--- config.mk ---
export PLATFORM = sky130hd
export DESIGN_NAME = ads1672_sample_averager
export DESIGN_NICKNAME = d
export VERILOG_FILES = /design/src/rtl/ads1672_sample_averager.sv
export SDC_FILE = /design/constraint.sdc
export NUM_CORES = 1
export LEC_CHECK = 0
export CAP_MARGIN = 5
export CELL_PAD_IN_SITES_DETAIL_PLACEMENT = 0
export CELL_PAD_IN_SITES_GLOBAL_PLACEMENT = 1
export CORE_MARGIN = 2
export CORE_UTILIZATION = 42
export DETAILED_ROUTE_END_ITERATION = 8
export PLACE_DENSITY_LB_ADDON = 0.05
export SYNTH_ARGS = -nofsm -noshare
export SYNTH_HDL_FRONTEND = slang
export SYNTH_SLANG_ARGS = --single-unit
--- constraint.sdc ---
create_clock -name clk -period 3.8 [get_ports clk]
set_clock_uncertainty 0.1 [all_clocks]
set_input_delay 1.14 -clock clk [delete_from_list [all_inputs] [get_ports clk]]
set_output_delay 1.14 -clock clk [all_outputs]
set_load 0.03 [all_outputs]
--- src/rtl/ads1672_sample_averager.sv ---
// Paces ADS1672 acquisitions and block-averages 2^LOG2_AVG samples into one
// result carrying the block min/max, presented on a valid/ready interface.
module ads1672_sample_averager #(
  parameter int unsigned DATA_WIDTH     = 24,
  parameter int unsigned LOG2_AVG       = 4,
  parameter int unsigned PERIOD_WIDTH   = 16,
  parameter int unsigned TIMEOUT_CYCLES = 65535
) (
  input  logic                    clk,
  input  logic                    rst,
  input  logic                    enable,
  input  logic [PERIOD_WIDTH-1:0] period,
  output logic                    measure,
  input  logic [DATA_WIDTH-1:0]   sample_in,
  input  logic                    sample_valid,
  output logic [DATA_WIDTH-1:0]   avg_data,
  output logic [DATA_WIDTH-1:0]   avg_min,
  output logic [DATA_WIDTH-1:0]   avg_max,
  output logic                    avg_valid,
  input  logic                    avg_ready,
  output logic                    overrun,
  output logic                    timeout,
  input  logic                    clear_flags,
  output logic                    busy
);

  localparam int unsigned ACC_W  = DATA_WIDTH + LOG2_AVG;
  localparam int unsigned CNT_W  = LOG2_AVG + 1;
  localparam int unsigned WAIT_W = (TIMEOUT_CYCLES > 2) ? $clog2(TIMEOUT_CYCLES) : 1;
  localparam logic [CNT_W-1:0]  BLOCK_N   = CNT_W'(1 << LOG2_AVG);
  localparam logic [WAIT_W-1:0] WAIT_LAST = WAIT_W'(TIMEOUT_CYCLES - 1);

  typedef enum logic [2:0] {
    IDLE,
    TIMER,
    REQ,
    WAIT_SAMPLE,
    EMIT
  } state_t;

  state_t                   state, state_next;
  logic [PERIOD_WIDTH-1:0]  timer;
  logic [WAIT_W-1:0]        wait_cnt;
  logic signed [ACC_W-1:0]  acc;
  logic [CNT_W-1:0]         count;
  logic [CNT_W-1:0]         count_inc;
  logic [DATA_WIDTH-1:0]    blk_min, blk_max;
  logic [PERIOD_WIDTH-1:0]  timer_load;
  logic [ACC_W-1:0]         sample_ext;

  logic load_timer, accept, clr_block, set_timeout, emit, take;

  assign count_inc  = count + CNT_W'(1);
  assign timer_load = (period == '0) ? '0 : period - PERIOD_WIDTH'(1);
  assign sample_ext = {{LOG2_AVG{sample_in[DATA_WIDTH-1]}}, sample_in};
  // A new result may overwrite the held one only if it is empty or leaving now.
  assign take       = !avg_valid || avg_ready;

  always_ff @(posedge clk) begin
    if (rst) state <= IDLE;
    else     state <= state_next;
  end

  always_comb begin
    state_next  = state;
    load_timer  = 1'b0;
    accept      = 1'b0;
    clr_block   = 1'b0;
    set_timeout = 1'b0;
    emit        = 1'b0;
    case (state)
      IDLE: begin
        clr_block = 1'b1;
        if (enable) begin
          state_next = TIMER;
          load_timer = 1'b1;
        end
      end
      TIMER: begin
        if (!enable) begin
          state_next = IDLE;
          clr_block  = 1'b1;
        end else if (timer == '0) begin
          state_next = REQ;
        end
      end
      REQ: state_next = WAIT_SAMPLE;
      WAIT_SAMPLE: begin
        if (sample_valid) begin
          accept = 1'b1;
          if (count_inc == BLOCK_N) begin
            state_next = EMIT;
          end else if (enable) begin
            state_next = TIMER;
            load_timer = 1'b1;
          end else begin
            state_next = IDLE;
            clr_block  = 1'b1;
          end
        end else if (wait_cnt == WAIT_LAST) begin
          set_timeout = 1'b1;
          if (enable) begin
            state_next = TIMER;
            load_timer = 1'b1;
          end else begin
            state_next = IDLE;
            clr_block  = 1'b1;
          end
        end
      end
      EMIT: begin
        emit      = 1'b1;
        clr_block = 1'b1;
        if (enable) begin
          state_next = TIMER;
          load_timer = 1'b1;
        end else begin
          state_next = IDLE;
        end
      end
      default: state_next = IDLE;
    endcase
  end

  // Interval timer and sample-wait counter.
  always_ff @(posedge clk) begin
    if (rst) begin
      timer    <= '0;
      wait_cnt <= '0;
    end else begin
      if (load_timer)
        timer <= timer_load;
      else if (state == TIMER && timer != '0)
        timer <= timer - PERIOD_WIDTH'(1);
      if (state == REQ)
        wait_cnt <= '0;
      else if (state == WAIT_SAMPLE && wait_cnt != WAIT_LAST)
        wait_cnt <= wait_cnt + WAIT_W'(1);
    end
  end

  // Block accumulation with signed min/max tracking; clearing wins over accepting.
  always_ff @(posedge clk) begin
    if (rst || clr_block) begin
      acc     <= '0;
      count   <= '0;
      blk_min <= '0;
      blk_max <= '0;
    end else if (accept) begin
      acc   <= acc + $signed(sample_ext);
      count <= count_inc;
      if (count == '0) begin
        blk_min <= sample_in;
        blk_max <= sample_in;
      end else begin
        if ($signed(sample_in) < $signed(blk_min)) blk_min <= sample_in;
        if ($signed(sample_in) > $signed(blk_max)) blk_max <= sample_in;
      end
    end
  end

  always_ff @(posedge clk) begin
    if (rst) begin
      measure   <= 1'b0;
      busy      <= 1'b0;
      avg_data  <= '0;
      avg_min   <= '0;
      avg_max   <= '0;
      avg_valid <= 1'b0;
      overrun   <= 1'b0;
      timeout   <= 1'b0;
    end else begin
      measure <= (state_next == REQ);
      busy    <= (state_next != IDLE);
      if (emit && take) begin
        avg_data  <= DATA_WIDTH'(acc >>> LOG2_AVG);
        avg_min   <= blk_min;
        avg_max   <= blk_max;
        avg_valid <= 1'b1;
      end else if (avg_valid && avg_ready) begin
        avg_valid <= 1'b0;
      end
      if (emit && !take)    overrun <= 1'b1;
      else if (clear_flags) overrun <= 1'b0;
      if (set_timeout)      timeout <= 1'b1;
      else if (clear_flags) timeout <= 1'b0;
    end
  end

endmodule

======== After elaboration in Yosys (flattened, before gate mapping) ========
Index checks and enable logic that the tools add are counted.
word-level totals
  flip-flop bits (word level) ............. 193
  input port bits ......................... 46
  output and inout port bits .............. 77
  word-level logic and storage cells ...... 91
operators by class
  add/subtract/negate cells ............... 5
  order comparisons ....................... 2
  eq/ne operators ......................... 8
  multiplexer cells ....................... 36
  reduce and logical (&&, ||, !) cells .... 25
operators with widths
  operator                                              count
  two-way mux 24 bit                                    4
  two-way mux 16 bit                                    3
  zero test 16 bit                                      2
  subtractor 16 x 1 -> 16 bit (second input constant)   2
  adder 28 x 24 -> 28 bit                               1
  > comparator 24 bit                                   1
  < comparator 24 bit                                   1
  two-way mux 1 bit                                     20
  two-way mux 3 bit                                     6
  adder 16 x 1 -> 16 bit (second input constant)        1
  equality test 16 bit (second input constant)          1
  inequality test 16 bit (second input constant)        1
  nonzero test 16 bit                                   1
  one-hot mux 3 bit (5 select lines)                    1
  nonzero test 2 bit                                    6
  equality test 3 x 2 -> 1 bit (second input constant)  3
  adder 5 x 1 -> 5 bit (second input constant)          1
  equality test 5 bit (second input constant)           1
  logical AND 1 bit                                     5
  zero test 5 bit                                       1
  AND reduction 2 bit                                   2
  OR reduction 2 bit                                    2
  equality test 3 x 1 -> 1 bit (second input constant)  1
  equality test 3 bit (second input constant)           1
  6 further kinds                                       8

======== Depth between registers and ports, before layout ========
  depth after elaboration ................. 6
  depth in mapped cells ................... 12
  mapped depth without buffers ............ 11

======== Worst setup path before layout ========
Ideal clock, no wire load.
  path kind ............................... input -> register
  start point ............................. input port sample_in[0]
  end point ............................... register acc[22]
  library setup time ...................... 127 ps
  arrival time ............................ 3104 ps
  required time ........................... 3573 ps
  setup slack ............................. 469 ps
  stages .................................. 11
  path buffers ............................ 0
  cell sequence ........................... ha_1 inv_1 fa_1 nor2b_1 o211ai_1 a211oi_1 o211ai_1 a21o_1 a211oi_1 or3_1 nand3_1
between the ends
  word-level cells in the longest chain between the ends .. 1
ends and longest elaborated chain
  what                     line  source
  start: declaration       14    input logic [DATA_WIDTH-1:0] sample_in,
  adder 28 x 24 -> 28 bit  150   acc <= acc + $signed(sample_ext);
  end signal: assignment   150
  end: declaration         44    logic signed [ACC_W-1:0] acc;
No other way between the ends.
A chain may end at the register's enable or synchronous reset.

======== Worst setup path in the final report ========
  start point ............................. input port sample_in[0]
  end point ............................... register acc[18]
Same word-level chain as after synthesis.

==> results.toml <==
[clock_network]
insertion_delay_ns = 0.44
numCtsBuffers = 17
cts_max_path_buffers = 2
cts_sinks = 193
cts_tree = "yes"
htree_levels = 4
clk_pin_slew_worst_paths_ns = 0.08
post_cts_buffers = 0
cts_root_buffer = "clkbuf_16"

[global_routing]
overflow = 0
grt_pass1_wl_um = 45100
grt_pass1_vias = 8881
antenna_found_initial = 0
track_usage_pct = 21.5
grt_max_degree = 73

[final_layout]
layout.cells.non_filler = 1800
drive_above_1_share_pct = 9.55
diodes = 0
fin_area_um2 = 13000
fin_util_pct = 53.7
nNetsFinal = 1592
fill_cells = 2401
area_growth_pct = 26.5

[logic_synthesis]
async_flop_share_pct = 0
ys_ff_latch = 193
syn_avg_cell_area_um2 = 7.87
ys_types = 65
netlist_top_cells_count = "nand2_1 (232), dfxtp_1 (193), a21oi_1 (145)"
synth_most_common_cell = "nand2_1"
syn_area_um2 = 10200
syn_nets = 1430
synth_top_area_share_pct = 37.7
synthFlopType = "dfxtp_1"
syn_inst = 1302
synth-edff-count = 0
yosysSeqAreaShare_pct = 37.7
synth_warnings = 0
synth_top_cells_by_area = "dfxtp_1 (38%), ha_1 (9.9%), nand2_1 (8.5%), a21oi_1 (7.1%), nor2_1 (3.9%)"
synth_largest_area_cell = "dfxtp_1"

[route]
avgViaCountPerCell = 5.20
drc_errors = 0
wl_um = 27100
dr.pass1.iters = 4
antenna_left = 0
drtIter0Drc = 517
wl_per_cell_um = 15.1
vias = 9364

[place]
dp.cells = 1769
dpl.hpwl_um = 19700
place_area_um2 = 12400
port-buffer-count = 122
place.gp.congestion = 0.856

[floorplanning]
initial_core_util_pct = 42.5
die_width_um = 160
pin_count = 123
row_count = 57
die_y_um = 160
dieArea_um2 = 25700
coreArea_um2 = 24100

[worst_setup_path]
startpoint_type = "input port"
path_cells = "clkdlybuf4s50_1 > ha_1 > inv_1 > fa_1 > nor2b_1 > o211ai_1 > a211oi_2 > o211ai_1 > a21o_1 > and2_1 > o21a_1 > o211ai_1"
r2r_setup_slack_ns = 1.05
slowest_stage = "clkdlybuf4s50_1"
cpPeakStageDelay_ns = 0.49
crit_type = "input port to flop"
required_ns = 4.05
crit_arrival_ns = 3.81
crit_top_cell = "o211ai_1"
cpLargestDelayFamily = "compound AO/OA/AOI/OAI gates"
cp-end-kind = "flop"
cp_num_buf_inv = 2
crit_fanout = 7

[power_and_ir_drop]
p_per_area_nw_per_um2 = 332
p_sw_mw = 1.12
power_switching_share_pct = 26.2
leakagePower_nw = 4.83
p_comb_share_pct = 9.7
pwr-share-seq_pct = 48.0
power_mw = 4.30
p_int_mw = 3.17
clockPowerShare_pct = 42.3
vdd_drop_max_mv = 0.206

[sta]
setup_violations = 0
timing_hold_violations_final = 0
relSlewSlack_pct = 35.4
max_freq_ghz = 0.281
hold_slack_ns = 0.354
rsz0062_at_grt = "false"
timing.final.crit_share_pct = 93.7
maxSlewViolCount = 0
min_period_ns = 3.56
tightest_slew_ns = 0.956

[run]
maxCapViolCount = 0

[hold_path]
hp-class = "flop to flop"

[status]
status = "complete, no violations"
layer usage:
metal	part of all wire (%)	GRT usage (%)	up-vias
li1	-	-	4844
met2	44	34.7	135
met5	0	0	-
met4	0.77	3.93	0
met1	52	30.7	4372
met3	3.0	3.40	13
sequential cells by signal (all words and copies together), names as in the netlist, 3 cells and up:
name / cells
acc: 28
avg_data: 24
avg_max: 24
avg_min: 24
blk_max: 24
blk_min: 24
timer: 16
wait_cnt: 16
count: 5
state: 3
tightest hold or removal path: stages, from the launching register on:
cell     delay (ns)
dfxtp_1        0.31
nand2_1        0.05
a21oi_1        0.05
stage by stage:
stage	TNS, ns	setup slack (ns)
floorplan	0	0.469
global placement	-2.56	-0.279
detailed placement	-2.45	-0.319
CTS	0	0.136
global route	0	0.0158
finish	0	0.240
power by group through the flow:
| stage | combinational (mW) | clock [mW] | sequential (mW) |
|---|---|---|---|
| 3_3_place_gp | 0.412 | 0 | 2.11 |
| 4_1_cts | 0.417 | 1.87 | 2.06 |
| 3_5_place_dp | 0.414 | 0 | 2.11 |
| 6_report | 0.416 | 1.82 | 2.06 |
| 5_1_grt | 0.466 | 1.95 | 2.06 |
| 2_1_floorplan | 0.232 | 0 | 2.10 |
worst paths after layout:
kind | startpoint | to | depth (start not counted)
setup reg to reg | timer[2] | measure | 8
hold reg to reg | avg_min[14] | avg_min[14] | 2
setup / recovery | sample_in[0] | acc[18] | 12
hold / removal | avg_min[14] | avg_min[14] | 2
placed cells by master, fill, tap and decap left out, drive strengths merged, types with 14 or more instances in the layout:
cell | synthesis | layout
nand2 | 233 | 233
dfxtp | 193 | 193
a21oi | 147 | 147
clkdlybuf4s50 | 0 | 121
nor2 | 108 | 108
buf | 16 | 84
ha | 81 | 81
inv | 70 | 77
nand3 | 61 | 61
o21ai | 55 | 55
nor3 | 31 | 31
xnor2 | 27 | 27
mux2i | 26 | 26
a21o | 24 | 24
xor2 | 20 | 20
or3 | 20 | 20
clkbuf | 46 | 18
nand4 | 16 | 16
a211oi | 14 | 14
final cells by class:
type	count	area, µm²	share of cell area, %
multi-input cells	977	5910	45.6
clock buffers	18	439	3.39
clock inverters	13	141	1.09
flip-flops and latches	193	3860	29.8
repair buffers	205	1930	14.9
well taps	324	405	3.13
inverters	70	263	2.03
kinds of logic after synthesis:
family | Yosys count | share of synthesized area [%]
adders and majority gates | 82 | 10.1
muxes | 26 | 2.54
xor gates and xnor gates | 47 | 4.02
buffers and inverters | 132 | 5.02
and+or+nand+nor | 531 | 23.6
DFF | 193 | 37.7
AOI/OAI and AO/OA | 291 | 17.0
repair_timing:
| item | in CTS | in global routing |
|---|---|---|
| endpoints found under the setup margin | 0 | 5 |
| gates resized for setup | 0 | 5 |
| hold buffers | 0 | 0 |
Power figures use the tool's default switching activity.
